[config.mk]
export PLATFORM = sky130hd
export DESIGN_NAME = cpu_trace_monitor_flat
export DESIGN_NICKNAME = d
export VERILOG_FILES = /design/src/rtl/cpu_trace_monitor_if.sv /design/src/rtl/cpu_trace_monitor.sv /design/src/flat_wrapper.sv
export SDC_FILE = /design/constraint.sdc
export NUM_CORES = 1
export LEC_CHECK = 0
export CORE_MARGIN = 10
export CORE_UTILIZATION = 50
export DETAILED_ROUTE_END_ITERATION = 16
export PLACE_DENSITY = 0.69
export SYNTH_ARGS = -nofsm -noshare
export SYNTH_HDL_FRONTEND = slang
export SYNTH_SLANG_ARGS = --single-unit
export TNS_END_PERCENT = 100
[constraint.sdc]
create_clock -name clk -period 8.4 [get_ports clk]
set_input_delay 1.68 -clock clk [delete_from_list [all_inputs] [get_ports clk]]
set_output_delay 1.68 -clock clk [all_outputs]
set_load 0.05 [all_outputs]
[src/rtl/cpu_trace_monitor_if.sv]
// Retire-side bus from the CPU core into the trace monitor.
// The core drives it as master; the monitor only observes it.
interface cpu_trace_monitor_if #(
  parameter int PC_WIDTH    = 8,
  parameter int INSTR_WIDTH = 16,
  parameter int FLAG_WIDTH  = 4
);
  logic [PC_WIDTH-1:0]    pc_counter;
  logic [INSTR_WIDTH-1:0] instruction;
  logic [FLAG_WIDTH-1:0]  flags;
  logic                   valid;

  modport master (output pc_counter, instruction, flags, valid);
  modport slave  (input  pc_counter, instruction, flags, valid);
endinterface

[src/rtl/cpu_trace_monitor.sv]
// Execution-trace unit: circular capture of retired instructions, PC breakpoint
// trigger, post-trigger window and halt request, with a registered read port.
module cpu_trace_monitor #(
  parameter int PC_WIDTH    = 8,
  parameter int INSTR_WIDTH = 16,
  parameter int FLAG_WIDTH  = 4,
  parameter int DEPTH       = 16,
  parameter int NUM_BP      = 2,
  parameter int POST_TRIG   = 4,
  localparam int AW         = $clog2(DEPTH),
  localparam int DW         = PC_WIDTH + INSTR_WIDTH + FLAG_WIDTH
) (
  input  logic                       clk,
  input  logic                       pc_reset,
  cpu_trace_monitor_if.slave         retire,
  input  logic                       arm,
  input  logic                       clear,
  input  logic [NUM_BP*PC_WIDTH-1:0] bp_addr,
  input  logic [NUM_BP-1:0]          bp_en,
  input  logic [AW-1:0]              rd_addr,
  output logic [DW-1:0]              rd_data,
  output logic [1:0]                 state,
  output logic                       triggered,
  output logic                       halt_req,
  output logic [AW:0]                entry_count,
  output logic [AW-1:0]              trig_index,
  output logic [15:0]                cycle_count
);

  typedef enum logic [1:0] {
    S_IDLE  = 2'b00,
    S_ARMED = 2'b01,
    S_POST  = 2'b10,
    S_DONE  = 2'b11
  } state_t;

  localparam logic [AW:0]   COUNT_FULL = (AW+1)'(DEPTH);
  localparam logic [AW-1:0] POST_INIT  = AW'(POST_TRIG);
  localparam bit            POST_ZERO  = (POST_TRIG == 0);

  state_t        state_reg, state_next;
  logic [AW-1:0] wr_ptr_reg, wr_ptr_next;
  logic [AW:0]   entry_count_reg, entry_count_next;
  logic [AW-1:0] trig_index_reg, trig_index_next;
  logic [AW-1:0] post_cnt_reg, post_cnt_next;
  logic [15:0]   cycle_count_reg, cycle_count_next;
  logic          triggered_reg, triggered_next;

  logic [AW:0]   count_inc;
  logic          wr_en;
  logic          mem_we;
  logic [DW-1:0] wr_data;

  // Breakpoint comparators, one per slice of bp_addr
  logic [NUM_BP-1:0] bp_match;
  logic              bp_hit;

  genvar gi;
  generate
    for (gi = 0; gi < NUM_BP; gi++) begin : g_bp
      assign bp_match[gi] = bp_en[gi] &&
                            (retire.pc_counter == bp_addr[gi*PC_WIDTH +: PC_WIDTH]);
    end
  endgenerate

  assign bp_hit  = retire.valid && (|bp_match);
  assign wr_data = {retire.pc_counter, retire.instruction, retire.flags};

  always_comb begin
    state_next       = state_reg;
    wr_ptr_next      = wr_ptr_reg;
    entry_count_next = entry_count_reg;
    trig_index_next  = trig_index_reg;
    post_cnt_next    = post_cnt_reg;
    cycle_count_next = cycle_count_reg;
    triggered_next   = triggered_reg;
    wr_en            = 1'b0;
    count_inc        = (entry_count_reg == COUNT_FULL) ? entry_count_reg
                                                       : entry_count_reg + (AW+1)'(1);

    if (clear) begin
      state_next       = S_IDLE;
      wr_ptr_next      = '0;
      entry_count_next = '0;
      trig_index_next  = '0;
      post_cnt_next    = '0;
      cycle_count_next = '0;
      triggered_next   = 1'b0;
    end else begin
      unique case (state_reg)
        S_IDLE: begin
          if (arm) begin
            state_next       = S_ARMED;
            wr_ptr_next      = '0;
            entry_count_next = '0;
            triggered_next   = 1'b0;
            cycle_count_next = '0;
          end
        end

        S_ARMED: begin
          cycle_count_next = cycle_count_reg + 16'd1;
          if (retire.valid) begin
            wr_en            = 1'b1;
            wr_ptr_next      = wr_ptr_reg + AW'(1);
            entry_count_next = count_inc;
            if (bp_hit) begin
              // Trigger entry is the newest one just written
              triggered_next  = 1'b1;
              trig_index_next = AW'(count_inc - (AW+1)'(1));
              post_cnt_next   = POST_INIT;
              state_next      = POST_ZERO ? S_DONE : S_POST;
            end
          end
        end

        S_POST: begin
          cycle_count_next = cycle_count_reg + 16'd1;
          if (retire.valid) begin
            wr_en            = 1'b1;
            wr_ptr_next      = wr_ptr_reg + AW'(1);
            entry_count_next = count_inc;
            post_cnt_next    = post_cnt_reg - AW'(1);
            // Overwriting the oldest entry shifts the trigger one slot older
            if ((entry_count_reg == COUNT_FULL) && (trig_index_reg != '0)) begin
              trig_index_next = trig_index_reg - AW'(1);
            end
            if (post_cnt_reg == AW'(1)) begin
              state_next = S_DONE;
            end
          end
        end

        S_DONE: begin
          state_next = S_DONE;
        end

        default: begin
          state_next = S_IDLE;
        end
      endcase
    end
  end

  always_ff @(posedge clk) begin
    if (!pc_reset) begin
      state_reg       <= S_IDLE;
      wr_ptr_reg      <= '0;
      entry_count_reg <= '0;
      trig_index_reg  <= '0;
      post_cnt_reg    <= '0;
      cycle_count_reg <= '0;
      triggered_reg   <= 1'b0;
    end else begin
      state_reg       <= state_next;
      wr_ptr_reg      <= wr_ptr_next;
      entry_count_reg <= entry_count_next;
      trig_index_reg  <= trig_index_next;
      post_cnt_reg    <= post_cnt_next;
      cycle_count_reg <= cycle_count_next;
      triggered_reg   <= triggered_next;
    end
  end

  // Trace storage: plain array with registered read so it maps onto block RAM.
  // Reads see the pre-write contents when both hit the same slot.
  logic [DW-1:0] mem [DEPTH];
  logic [DW-1:0] rd_raw_reg;
  logic          rd_kill_reg;
  logic [AW-1:0] rd_phys;
  logic          rd_in_range;

  assign mem_we      = wr_en && pc_reset;
  assign rd_phys     = wr_ptr_reg - entry_count_reg[AW-1:0] + rd_addr;
  assign rd_in_range = ({1'b0, rd_addr} < entry_count_reg);

  always_ff @(posedge clk) begin
    if (mem_we) begin
      mem[wr_ptr_reg] <= wr_data;
    end
  end

  always_ff @(posedge clk) begin
    rd_raw_reg <= mem[rd_phys];
  end

  // Masking flag keeps unwritten or out-of-window slots from reaching rd_data
  always_ff @(posedge clk) begin
    if (!pc_reset) begin
      rd_kill_reg <= 1'b1;
    end else begin
      rd_kill_reg <= !rd_in_range;
    end
  end

  assign rd_data     = rd_kill_reg ? '0 : rd_raw_reg;
  assign state       = state_reg;
  assign triggered   = triggered_reg;
  assign halt_req    = (state_reg == S_DONE);
  assign entry_count = entry_count_reg;
  assign trig_index  = trig_index_reg;
  assign cycle_count = cycle_count_reg;

endmodule

[src/flat_wrapper.sv]
// flat-port wrapper written by rule: the top's interface ports become plain ports
module cpu_trace_monitor_flat 
#(
  parameter int PC_WIDTH    = 8,
  parameter int INSTR_WIDTH = 16,
  parameter int FLAG_WIDTH  = 4,
  parameter int DEPTH       = 16,
  parameter int NUM_BP      = 2,
  parameter int POST_TRIG   = 4,
  localparam int AW         = $clog2(DEPTH),
  localparam int DW         = PC_WIDTH + INSTR_WIDTH + FLAG_WIDTH
)
  (clk, pc_reset, arm, clear, bp_addr, bp_en, rd_addr, rd_data, state, triggered, halt_req, entry_count, trig_index, cycle_count, retire_pc_counter, retire_instruction, retire_flags, retire_valid);
  cpu_trace_monitor_if #(.PC_WIDTH(PC_WIDTH), .INSTR_WIDTH(INSTR_WIDTH), .FLAG_WIDTH(FLAG_WIDTH)) retire_i ();
  input  logic clk;
  input  logic pc_reset;
  input  logic arm;
  input  logic clear;
  input  logic [NUM_BP*PC_WIDTH-1:0] bp_addr;
  input  logic [NUM_BP-1:0] bp_en;
  input  logic [AW-1:0] rd_addr;
  output logic [DW-1:0] rd_data;
  output logic [1:0] state;
  output logic triggered;
  output logic halt_req;
  output logic [AW:0] entry_count;
  output logic [AW-1:0] trig_index;
  output logic [15:0] cycle_count;
  input wire logic [$bits(retire_i.pc_counter)-1:0] retire_pc_counter;
  input wire logic [$bits(retire_i.instruction)-1:0] retire_instruction;
  input wire logic [$bits(retire_i.flags)-1:0] retire_flags;
  input wire logic [$bits(retire_i.valid)-1:0] retire_valid;
  assign retire_i.pc_counter = retire_pc_counter;
  assign retire_i.instruction = retire_instruction;
  assign retire_i.flags = retire_flags;
  assign retire_i.valid = retire_valid;
  cpu_trace_monitor #(.PC_WIDTH(PC_WIDTH), .INSTR_WIDTH(INSTR_WIDTH), .FLAG_WIDTH(FLAG_WIDTH), .DEPTH(DEPTH), .NUM_BP(NUM_BP), .POST_TRIG(POST_TRIG)) u_core (.clk(clk), .pc_reset(pc_reset), .retire(retire_i), .arm(arm), .clear(clear), .bp_addr(bp_addr), .bp_en(bp_en), .rd_addr(rd_addr), .rd_data(rd_data), .state(state), .triggered(triggered), .halt_req(halt_req), .entry_count(entry_count), .trig_index(trig_index), .cycle_count(cycle_count));
endmodule
==> flow_summary_export.csv <==
group,metric,value,unit
outcome,status,"finished, final reports clean",
sta,relSlewSlack,0.212,
power,peakVddDrop,133,uV
grt,gr-total-overflow,0,
worst_hold_path,hold_depth,2,
route,drt-initial-drc-count,960,
power,power.internal,4.48,mW
clock_tree,clock-sinks,513,
floorplan,die-area,48900,um^2
yosys,avgSynthCellArea,20.2,um^2
worst_setup_path,worstPathMaxFanout,64,
power,switching_share,0.212,
grt,grt_pass1_vias,10400,
job,maxCapViolCount,0,
clock_tree,cts_root_buf,"clkbuf_16",
worst_hold_path,holdPathEnd,"u_core.cycle_count[10]",
sta,rsz0062_at_grt,"no",
place,dp_slack,2.54,ns
worst_setup_path,worst-path-stages,8,
place,place_area,22100,um^2
place,post-place-cells,1621,
sta,max_freq,0.191,GHz
worst_setup_path,cp_cell_sequence,"clkdlybuf4s50_1 -> inv_1 -> fa_1 -> inv_1 -> fa_4 -> buf_4 -> mux4_2 -> mux4_1",
floorplan,fp.dieH,221,um
yosys,synth-seq-area-share,0.730,
clock_tree,clk_pin_slew_worst_paths,0.06,ns
sta,setup_viol,0,
power,p_seq_frac,0.498,
yosys,syn_area,20200,um^2
finish,register_area,14800,um^2
sta,slew_viol_final,0,
finish,multi_input_area,5300,um^2
clock_tree,hold_buffers,0,
sta,timing.final.ws_setup,3.16,ns
clock_tree,cts_resized,0,
clock_tree,post-cts-setup-buffers,0,
route,drc,0,
floorplan,core-area,39800,um^2
finish,nFillCells,2907,
worst_setup_path,critPathKind,"primary input to flop",
finish,area_growth,18.1,%
place,dp_hpwl,23700,um
finish,largest_reg_flops,448,
worst_setup_path,end_kind,"flop",
finish,finish.instance_area,23900,um^2
worst_setup_path,critPathSlowestCell,"fa_4",
yosys,async_flop_share,0,
sta,fin_hold_ws,0.523,ns
clock_tree,worstSkewPairLatency,0.57,ns
worst_setup_path,crit_top_cell,"inv_1",
floorplan,start_util,0.508,
place,gp_congestion,0.810,
sta,tns,0,ns
sta,worst_clock_skew,0.0115,ns
grt,grt_pass1_wl,66400,um
worst_setup_path,crit_required,8.85,ns
sta,finalCritPeriodShare,0.624,
worst_setup_path,r2r-start,"u_core.wr_ptr_reg[0]",
worst_setup_path,arrival,5.68,ns
yosys,synth_edf_count,448,
power,clkPwrFrac,0.418,
floorplan,chipWidth,221,um
sta,fin_crit,5.24,ns
route,vias,9942,
clock_tree,cts_made_buffers,51,
yosys,syn_nets,1082,
floorplan,io_pins,112,
worst_setup_path,rr_worst_depth,8,
power,power_density,238,nW/um^2
worst_setup_path,cp-start-kind,"primary input",
grt,grt_antenna_before_repair,0,
grt,grt_usage,0.176,
worst_setup_path,r2r-end,"u_core.rd_raw_reg[5]",
worst_hold_path,min_from,"u_core.cycle_count[10]",
power,p_comb_frac,0.084,
route,drtAntennaViolNets,0,
worst_setup_path,critical-path-top-delay-family,"adder cells",
route,via_per_inst,5.79,
clock_tree,cts_tree,"done",
grt,grt_start_max_net_pins,113,
finish,nets,1230,
route,wl_per_cell,25.1,um
power,p_switching,1.21,mW
yosys,ys.flop_type,"edfxtp_1",
worst_setup_path,r2r_setup_slack,4.32,ns
yosys,synthCells,1001,
floorplan,rows,73,
worst_hold_path,hold_class,"flop to flop",
sta,hold_viol,0,
yosys,yosysUniqueCellTypes,60,
finish,final_cells,1717,
yosys,ys_seq_elements,513,
power,p_leak,7.66,nW
worst_setup_path,critPathBufInv,4,
route,totalWireLength,43100,um
finish,n_antenna_cell,0,
finish,drive_gt1_frac,0.227,
yosys,ys_warn_count,0,
clock_tree,clock_path_buffers,3,
place,io_buffers,111,
route,dr.pass1.iters,5,
clock_tree,cts_max_level,2,
sta,tightest_slew,1.17,ns
worst_setup_path,slowest_delay,1.43,ns
-- tightest hold or removal path: cells and delay by family (launching register included) --
kind	cells	cell delay, ns
compound gates	2	0.14
flops	1	0.33
-- Yosys cell counts (all sizes together) (5+ instances only) --
cell,n,area [um^2]
nand2b,5,31.3
xnor2,25,245
buf,18,141
o21ai,10,50.0
a22oi,6,50.1
and3,5,31.3
nor3,12,60.1
clkbuf,22,82.6
mux4,140,3180
inv,21,78.8
or3,5,41.3
a21oi,20,104
edfxtp,448,13500
nand4,9,56.3
nor2,48,183
nand2,21,78.8
xor2,12,105
nor2b,32,200
ha,23,288
dfxtp,65,1300
nand3,14,75.1
-- stage by stage --
stage               power [mW]   util
floorplan                 3.22      -
global placement          3.37  0.555
detailed placement        3.37  0.555
CTS                       5.74  0.600
global route              5.88  0.600
finish                    5.69  0.600
-- kinds of logic after synthesis --
family,Yosys count,synth area share
DFF,513,0.730
adders and majority gates,26,0.0172
AOI/OAI and AO/OA,62,0.0212
and+or+nand+nor,157,0.0402
muxes,144,0.159
buffers and inverters,62,0.0152
xor gates and xnor gates,37,0.0173
-- power groups by stage --
stage | combinational, mW | clock, mW | sequential [mW]
floorplan | 0.343 | 0 | 2.88
global placement | 0.476 | 0 | 2.89
detailed placement | 0.484 | 0 | 2.89
CTS | 0.486 | 2.42 | 2.83
global route | 0.514 | 2.53 | 2.84
finish | 0.477 | 2.38 | 2.83
-- area by class of cell --
| cell class | count | area share |
|---|---|---|
| clock inverters | 31 | 0.0156 |
| well taps | 525 | 0.0275 |
| repair buffers | 135 | 0.0546 |
| multi-input cells | 426 | 0.222 |
| clock buffers | 65 | 0.0591 |
| flip-flops and latches | 513 | 0.618 |
| inverters | 22 | 0.00346 |
-- worst max path at each step --
stage | startpoint | endpoint | slack [ns]
after global placement | rd_addr[1] | u_core.rd_raw_reg[5] | 2.52
after global routing | rd_addr[1] | u_core.rd_raw_reg[5] | 2.99
after floorplan | pc_reset | u_core.mem[0][0] | 3.71
after CTS | rd_addr[1] | u_core.rd_raw_reg[5] | 3.16
after detailed placement | rd_addr[1] | u_core.rd_raw_reg[5] | 2.54
final | rd_addr[1] | u_core.rd_raw_reg[5] | 3.16
-- cell usage in the layout (no fill, tap or decap), types with 21 or more instances in the layout --
cell type,synthesis,layout
edfxtp_1,448,448
mux4_2,133,133
clkdlybuf4s50_1,0,111
dfxtp_1,65,64
clkbuf_16,0,52
nor2_1,47,35
nor2b_1,32,32
buf_4,4,23
xnor2_1,23,22
ha_1,23,22
inv_1,21,21
nand2_1,21,21
-- routing by layer --
| layer | up-vias | share of wire | GRT usage |
|---|---|---|---|
| met1 | 5166 | 0.42 | 0.240 |
| met4 | 0 | 0.015 | 0.0434 |
| li1 | 4368 | - | - |
| met2 | 352 | 0.50 | 0.285 |
| met3 | 56 | 0.071 | 0.0382 |
| met5 | - | 0 | 0 |
No activity file was read; power rests on OpenSTA's default activity.
